File: src/rtl/btn_press_detect_if.sv
`default_nettype none
// ============================================================================
// Module   : btn_press_detect_if
// Brief    : Button inputs and press-event outputs of btn_press_detect.
// Revision : 1.0
// ============================================================================
interface btn_press_detect_if #(
  parameter int N_BTN  = 4,
  parameter int CODE_W = (N_BTN > 1) ? $clog2(N_BTN) : 1
);
  logic [N_BTN-1:0]  btn;
  logic [N_BTN-1:0]  held;
  logic [N_BTN-1:0]  press_pulse;
  logic              key_valid;
  logic [CODE_W-1:0] key_code;
  logic              multi;
  logic [N_BTN-1:0]  long_pulse;

  // master drives the raw buttons and consumes events; slave is the detector
  modport master (
    output btn,
    input  held, press_pulse, key_valid, key_code, multi, long_pulse
  );

  modport slave (
    input  btn,
    output held, press_pulse, key_valid, key_code, multi, long_pulse
  );
endinterface
`default_nettype wire

File: src/rtl/btn_press_detect.sv
`default_nettype none
// ============================================================================
// Module   : btn_press_detect
// Brief    : N-channel sync + debounce + one-cycle press/long-press events.
//            Optional long-press counters enabled by LONG_PRESS_EN.
// Revision : 1.0
// ============================================================================
module btn_press_detect #(
  parameter int N_BTN        = 4,
  parameter int DEBOUNCE_CYC = 20,
  parameter int LONG_CYC     = 1000,
  parameter int CODE_W       = (N_BTN > 1) ? $clog2(N_BTN) : 1
) (
  input  wire logic         clk,
  input  wire logic         rst,
  btn_press_detect_if.slave bus
);

  localparam int unsigned CNT_W = $clog2(DEBOUNCE_CYC) + 1;
  localparam logic [CNT_W-1:0] CNT_LAST = CNT_W'(DEBOUNCE_CYC - 1);

  logic [N_BTN-1:0]  held_q;
  logic [N_BTN-1:0]  held_d;
  logic [N_BTN-1:0]  long_w;

  logic [N_BTN-1:0]  press_d;
  logic [N_BTN-1:0]  press_q;
  logic              key_valid_d;
  logic              key_valid_q;
  logic [CODE_W-1:0] key_code_d;
  logic [CODE_W-1:0] key_code_q;
  logic              multi_d;
  logic              multi_q;

  for (genvar i = 0; i < N_BTN; i++) begin : g_chan
    logic             sync1_q;
    logic             sync2_q;
    logic             deb_q;
    logic             deb_d;
    logic [CNT_W-1:0] cnt_q;
    logic [CNT_W-1:0] cnt_d;

    // The level only flips after DEBOUNCE_CYC consecutive mismatching samples
    always_comb begin
      deb_d = deb_q;
      cnt_d = cnt_q;
      if (sync2_q == deb_q) begin
        cnt_d = '0;
      end else if (cnt_q == CNT_LAST) begin
        deb_d = sync2_q;
        cnt_d = '0;
      end else begin
        cnt_d = cnt_q + 1'b1;
      end
    end

    always_ff @(posedge clk or negedge rst) begin
      if (!rst) begin
        sync1_q <= 1'b0;
        sync2_q <= 1'b0;
        deb_q   <= 1'b0;
        cnt_q   <= '0;
      end else begin
        sync1_q <= bus.btn[i];
        sync2_q <= sync1_q;
        deb_q   <= deb_d;
        cnt_q   <= cnt_d;
      end
    end

    assign held_q[i] = deb_q;
    assign held_d[i] = deb_d;

`ifdef LONG_PRESS_EN
    localparam int unsigned HOLD_W = $clog2(LONG_CYC + 1);
    localparam logic [HOLD_W-1:0] HOLD_MAX = HOLD_W'(LONG_CYC);
    localparam logic [HOLD_W-1:0] HOLD_PRE = HOLD_W'(LONG_CYC - 1);

    logic [HOLD_W-1:0] hold_q;
    logic [HOLD_W-1:0] hold_d;
    logic              lp_q;
    logic              lp_d;

    // Saturation at HOLD_MAX is what limits the event to once per press
    always_comb begin
      hold_d = '0;
      lp_d   = 1'b0;
      if (deb_q) begin
        hold_d = (hold_q == HOLD_MAX) ? hold_q : hold_q + 1'b1;
        lp_d   = (hold_q == HOLD_PRE);
      end
    end

    always_ff @(posedge clk or negedge rst) begin
      if (!rst) begin
        hold_q <= '0;
        lp_q   <= 1'b0;
      end else begin
        hold_q <= hold_d;
        lp_q   <= lp_d;
      end
    end

    assign long_w[i] = lp_q;
`else
    assign long_w[i] = 1'b0;
`endif
  end

  assign press_d = held_d & ~held_q;

  always_comb begin
    key_code_d = '0;
    for (int k = N_BTN - 1; k >= 0; k--) begin
      if (press_d[k]) begin
        key_code_d = CODE_W'(k);
      end
    end
  end

  always_comb begin
    logic seen;
    seen    = 1'b0;
    multi_d = 1'b0;
    for (int k = 0; k < N_BTN; k++) begin
      if (press_d[k]) begin
        if (seen) begin
          multi_d = 1'b1;
        end
        seen = 1'b1;
      end
    end
  end

  assign key_valid_d = |press_d;

  always_ff @(posedge clk or negedge rst) begin
    if (!rst) begin
      press_q     <= '0;
      key_valid_q <= 1'b0;
      key_code_q  <= '0;
      multi_q     <= 1'b0;
    end else begin
      press_q     <= press_d;
      key_valid_q <= key_valid_d;
      key_code_q  <= key_code_d;
      multi_q     <= multi_d;
    end
  end

  assign bus.held        = held_q;
  assign bus.press_pulse = press_q;
  assign bus.key_valid   = key_valid_q;
  assign bus.key_code    = key_code_q;
  assign bus.multi       = multi_q;
  assign bus.long_pulse  = long_w;

endmodule
`default_nettype wire

File: src/flat_wrapper.sv
// flat-port wrapper written by rule: the top's interface ports become plain ports
module btn_press_detect_flat 
#(
  parameter int N_BTN        = 4,
  parameter int DEBOUNCE_CYC = 20,
  parameter int LONG_CYC     = 1000,
  parameter int CODE_W       = (N_BTN > 1) ? $clog2(N_BTN) : 1
)
  (clk, rst, bus_btn, bus_held, bus_press_pulse, bus_key_valid, bus_key_code, bus_multi, bus_long_pulse);
  btn_press_detect_if #(.N_BTN(N_BTN), .CODE_W(CODE_W)) bus_i ();
  input  wire logic clk;
  input  wire logic rst;
  input wire logic [$bits(bus_i.btn)-1:0] bus_btn;
  output wire logic [$bits(bus_i.held)-1:0] bus_held;
  output wire logic [$bits(bus_i.press_pulse)-1:0] bus_press_pulse;
  output wire logic [$bits(bus_i.key_valid)-1:0] bus_key_valid;
  output wire logic [$bits(bus_i.key_code)-1:0] bus_key_code;
  output wire logic [$bits(bus_i.multi)-1:0] bus_multi;
  output wire logic [$bits(bus_i.long_pulse)-1:0] bus_long_pulse;
  assign bus_i.btn = bus_btn;
  assign bus_held = bus_i.held;
  assign bus_press_pulse = bus_i.press_pulse;
  assign bus_key_valid = bus_i.key_valid;
  assign bus_key_code = bus_i.key_code;
  assign bus_multi = bus_i.multi;
  assign bus_long_pulse = bus_i.long_pulse;
  btn_press_detect #(.N_BTN(N_BTN), .DEBOUNCE_CYC(DEBOUNCE_CYC), .LONG_CYC(LONG_CYC), .CODE_W(CODE_W)) u_core (.clk(clk), .rst(rst), .bus(bus_i));
endmodule
File: config.mk
export PLATFORM = sky130hd
export DESIGN_NAME = btn_press_detect_flat
export DESIGN_NICKNAME = d
export VERILOG_FILES = /design/src/rtl/btn_press_detect_if.sv /design/src/rtl/btn_press_detect.sv /design/src/flat_wrapper.sv
export SDC_FILE = /design/constraint.sdc
export NUM_CORES = 1
export LEC_CHECK = 0
export CAP_MARGIN = 10
export CORE_ASPECT_RATIO = 1.4
export CORE_MARGIN = 10
export CORE_UTILIZATION = 46
export DETAILED_ROUTE_END_ITERATION = 8
export GPL_TIMING_DRIVEN = 0
export PLACE_DENSITY = 0.81
export SKIP_LAST_GASP = 1
export SYNTH_ARGS = -nofsm -noshare
export SYNTH_HDL_FRONTEND = slang
export SYNTH_SLANG_ARGS = --single-unit
File: constraint.sdc
create_clock -name clk -period 1.4 [get_ports clk]
set_input_delay 0.14 -clock clk [delete_from_list [all_inputs] [get_ports clk]]
set_output_delay 0.14 -clock clk [all_outputs]
set_load 0.05 [all_outputs]
Word level (Yosys, flattened, before mapping)

Index checks and enable logic that the tools add are counted.
W data, S select, Z words.

Register bits after elaboration: 44
Bits of input ports: 6
Logic and storage cells: 64

Add/subtract/negate cells: 4
Eq/ne operators: 8
Muxes and demuxes: 29
Bitwise logic cells: 2
Reduce and logical (&&, ||, !) cells: 1

Operators with widths:

| cell                  | number |
|---|---|
| $mux W6               | 8 |
| $add A6 B1 Y6 const B | 4 |
| $eq A6 B5 Y1 const B  | 4 |
| $mux W1               | 17 |
| $mux W2               | 4 |
| $and A4 B4 Y4         | 1 |
| $eq A1 B1 Y1          | 4 |
| $not A4 Y4            | 1 |
| $reduce_or A4 Y1      | 1 |

Depth between registers and ports, before layout

Depth after elaboration: 11
Mapped depth: 6

Least setup slack after synthesis

No wires, ideal clock.

Path type: register to register
Start point: reg u_core.g_chan[1].cnt_q[0]
End point: reg u_core.multi_q, in the netlist u_core.bus.multi
Arrival time: 1.318 ns
Required time: 1.277 ns
Setup slack: -0.041 ns
Cell stages (with the launch flop): 7
Clock period less this slack: 1.441 ns
Cells stage by stage: dfrtp_1 > ha_1 > nor4b_2 > and4b_1 > buf_6 > a211oi_2 > nor2_1

Word-level cells in the longest chain between the ends: 9
Elaborated cells between the ends (all ways): 11

Ends and longest elaborated chain:

| item                        | RTL line                | RTL |
|---|---|---|
| start: declaration          | btn_press_detect.sv:40  | `logic [CNT_W-1:0] cnt_q;` |
| start signal: assignment    | btn_press_detect.sv:67  | `cnt_q <= cnt_d;` |
| $eq A6 B5 Y1 *              | btn_press_detect.sv:49  | `end else if (cnt_q == CNT_LAST) begin` |
| $mux W1 *                   | btn_press_detect.sv:49  |  |
| $mux W1 *                   | btn_press_detect.sv:47  | `if (sync2_q == deb_q) begin` |
| $and A4 B4 Y4 *             | btn_press_detect.sv:110 | `assign press_d = held_d & ~held_q;` |
| named net u_core.press_d[1] | btn_press_detect.sv:26  | `logic [N_BTN-1:0] press_d;` |
| $mux W1                     | btn_press_detect.sv:126 | `if (press_d[k]) begin` |
| $mux W1                     | btn_press_detect.sv:127 | `if (seen) begin` |
| $mux W1                     | btn_press_detect.sv:126 |  |
| $mux W1                     | btn_press_detect.sv:127 |  |
| $mux W1 *                   | btn_press_detect.sv:126 |  |
| named net u_core.multi_d    | btn_press_detect.sv:32  | `logic multi_d;` |
| end signal: assignment      | btn_press_detect.sv:147 | `multi_q <= multi_d;` |
| end: declaration            | btn_press_detect.sv:33  | `logic multi_q;` |

The timed path passes the listed nets; every way through them passes the cells marked *.

Worst setup path after layout

Start point: reg u_core.g_chan[1].cnt_q[0]
End point: reg u_core.multi_q, in the netlist u_core.bus.multi

Word-level cells in the longest chain between the ends: 9
Elaborated cells between the ends (all ways): 11

Ends and longest elaborated chain:

| item                     | RTL line |
|---|---|
| $eq A6 B5 Y1 *           | btn_press_detect.sv:49 |
| $mux W1 *                | btn_press_detect.sv:49 |
| $mux W1 *                | btn_press_detect.sv:47 |
| $and A4 B4 Y4 *          | btn_press_detect.sv:110 |
| $mux W1                  | btn_press_detect.sv:126 |
| $mux W1                  | btn_press_detect.sv:127 |
| $mux W1                  | btn_press_detect.sv:126 |
| $mux W1                  | btn_press_detect.sv:127 |
| $mux W1 *                | btn_press_detect.sv:126 |
| named net u_core.multi_d | btn_press_detect.sv:32 |

Marks and branches as above.

==> qor.yml <==
outcome:
  status: "finished clean"
cells_and_area:
  drive_gt1_share_pct: 32.2
  area_delta_synth_final_pct: 30.8
  nets: 208
  antenna_cells: 0
  fin_cells: 242
  finalInstanceArea_um2: 2410
  n_fill_cell: 325
route:
  vias: 1207
  vias_per_cell: 4.99
  drtIter0Drc: 78
  remaining_drc_errors: 0
  drtAntennaViolNets: 0
  routedWlPerCell_um: 13.8
  dr.pass1.iters: 4
  wirelength_um: 3340
place:
  dpl-instance-area_um2: 2110
  port_buffers: 17
  dp_hpwl_um: 2180
  gp_congestion: 0.767
  dp_cells: 216
  post-place-ws_ns: -0.121
timing:
  post-route-period-util_pct: 99.9
  fin_ws_ns: 0.00103
  rsz0062_at_grt: "yes"
  setup_viol_count_final: 0
  tns_ns: 0
  fin_skew_ns: 0.0114
  slew_viol_final: 0
  fmax_ghz: 0.715
  final-hold-violation-count: 0
  min_period_ns: 1.40
die:
  die_h_um: 94.9
  start_util_pct: 47.1
  die-area_um2: 6980
  coreArea_um2: 3920
  die_w_um: 73.5
  rows: 27
  io_pins: 22
global_route:
  grt_pass1_wl_um: 5320
  grt_pass1_vias: 1203
  grt_overflow: 0
  track_usage_pct: 9.78
  grt_antenna_before_repair: 0
  grt_max_degree: 44
critical_path:
  start_kind: "flop"
  crit_start: "u_core.g_chan[1].cnt_q[0]$_DFF_PN0_"
  rr_startpoint: "u_core.g_chan[1].cnt_q[0]$_DFF_PN0_"
  crit_end: "u_core.bus.multi$_DFF_PN0_"
  end_kind: "flop"
  path_max_fanout: 6
  crit_type: "reg2reg"
  timing.rr.end: "u_core.bus.multi$_DFF_PN0_"
  arrival_ns: 1.63
  rrSetupSlack_ns: 0.001
  rr_worst_depth: 5
  required_ns: 1.63
synth:
  synthTopCellsByArea: "dfrtp_1, xor2_1, nor2_1"
  yosysTopAreaCellShare_pct: 59.7
  async_flop_share_pct: 100
  ys_seq_elements: 44
  synthTopCellsByCount: "dfrtp_1, nor2_1, xor2_1"
  synth_cells: 152
  synth_most_common_cell: "dfrtp_1"
  syn-cell-area_um2: 1850
  synth-edff-count: 0
  ys.warnings.count: 0
  yosysUniqueCellTypes: 26
  avgSynthCellArea_um2: 12.1
  yosysTopAreaCell: "dfrtp_1"
  ys_seq_area_share_pct: 59.7
  synth-main-ff-cell: "dfrtp_1"
pwr:
  powerDensity_nw_per_um2: 966
  leakage_nw: 1.18
  peakVddDrop_v: 0.000812
hold_path:
  hp-class: "in2async"
run:
  cap_viol_max_count: 0
cts:
  cts.clk_slew.worst_paths_ns: 0.08
  cts_tree: "built"
  cts_buffers: 5
  clockBufferDepth: 2
  cts_num_sinks: 44
  clk_latency_ns: 0.30
  cts_root_buffer: "clkbuf_8"
  h-tree-depth: 2
-- repair_timing --
action	4_1_cts	5_1_grt
resized for setup	26	13
setup buffers	11	8
hold buffers	1	0
pin swaps	8	8
setup endpoints to repair	23	19
hold endpoints to repair	44	0
-- cell usage in the layout (no fill, tap or decap), types with 2 or more instances in the layout --
cell type,Yosys,final
buf_4,9,26
conb_1,1,4
ha_4,0,3
nand3_1,8,8
a211oi_2,1,2
xnor2_1,7,7
mux2_1,3,3
clkinv_2,0,2
and3_1,2,2
clkbuf_8,0,5
and2_1,2,2
buf_2,1,2
xor2_1,13,13
and4b_2,0,2
nor4b_4,0,3
buf_12,0,2
inv_1,3,2
clkdlybuf4s50_1,0,4
nor2_1,28,26
dfrtp_2,0,3
nand2_1,11,11
dlygate4sd2_1,0,8
dfrtp_1,44,41
clkdlybuf4s15_2,0,3
-- state kept, by name (all words and copies together), names as in the netlist --
name / flops
u_core.bus.key_valid: 1
u_core.g_chan.sync2_q: 4
u_core.bus.key_code: 2
u_core.bus.multi: 1
u_core.g_chan.sync1_q: 4
u_core.g_chan.deb_q: 4
u_core.bus.press_pulse: 4
u_core.g_chan.cnt_q: 24
-- worst min path at each step --
stage	cells after the start	to	startpoint
after global placement	0	u_core.g_chan[1].sync2_q$_DFF_PN0_	u_core.g_chan[1].sync1_q$_DFF_PN0_
final	2	u_core.g_chan[2].sync1_q$_DFF_PN0_	rst
after global routing	2	u_core.g_chan[2].sync1_q$_DFF_PN0_	rst
after detailed placement	1	u_core.g_chan[2].sync1_q$_DFF_PN0_	rst
after CTS	2	u_core.g_chan[2].sync1_q$_DFF_PN0_	rst
after floorplan	0	u_core.bus.key_code[0]$_DFF_PN0_	rst
-- routing by layer --
metal	global-route usage (%)	vias up	wire length [um]	share of wire (%)
met3	3.99	6	184	5.5
met1	10.7	596	1370	41
li1	-	582	-	-
met4	4.67	0	67	2.0
met5	0	-	0	0
met2	16.0	23	1710	51
-- critical path, stage by stage (launching register included) --
cell,delay [ns]
dfrtp_1,0.37
ha_2,0.20
nor4b_4,0.20
and4b_2,0.38
a211oi_2,0.09
nor2_1,0.09
-- area by class of cell --
type,instances,area [um2],share of cell area [%]
sequential,44,1100,45.8
multi-input combinational,97,752,31.2
timing repair buffer,38,339,14.0
clock buffer,5,68.8,2.85
buffer,9,65.1,2.70
tap,43,53.8,2.23
clock inverter,3,18.8,0.778
inverter,3,11.3,0.467
-- report_power, final --
group | leakage (nW) | internal, W | switching [W] | total (W)
clock network | 0.0479 | 0.000348 | 0.000433 | 0.000781
registers | 0.581 | 0.00131 | 0.0000389 | 0.00135
logic | 0.549 | 0.0000997 | 0.000104 | 0.000203
total | 1.18 | 0.00176 | 0.000576 | 0.00233
-- metrics by stage --
step | total power, W | hold slack [ns] | utilization, %
2_1_floorplan | 0.00145 | -0.156 | -
3_3_place_gp | 0.00151 | 0.333 | 53.4
3_5_place_dp | 0.00152 | -0.0591 | 53.7
4_1_cts | 0.00233 | 0.159 | 58.6
5_1_grt | 0.00244 | 0.176 | 61.6
6_report | 0.00233 | 0.162 | 61.6
-- kinds of logic after synthesis --
kind of cell               Yosys count  share of synthesized area (%)
and+or+nand+nor                     60                           18.6
DFF                                 44                           59.7
xor gates and xnor gates            20                           9.49
buffers and inverters               14                           5.15
AOI/OAI and AO/OA                    6                           2.31
adders and majority gates            4                           2.71
muxes                                3                           1.83
other                                1                          0.203
(Power assumes the default switching activity.)
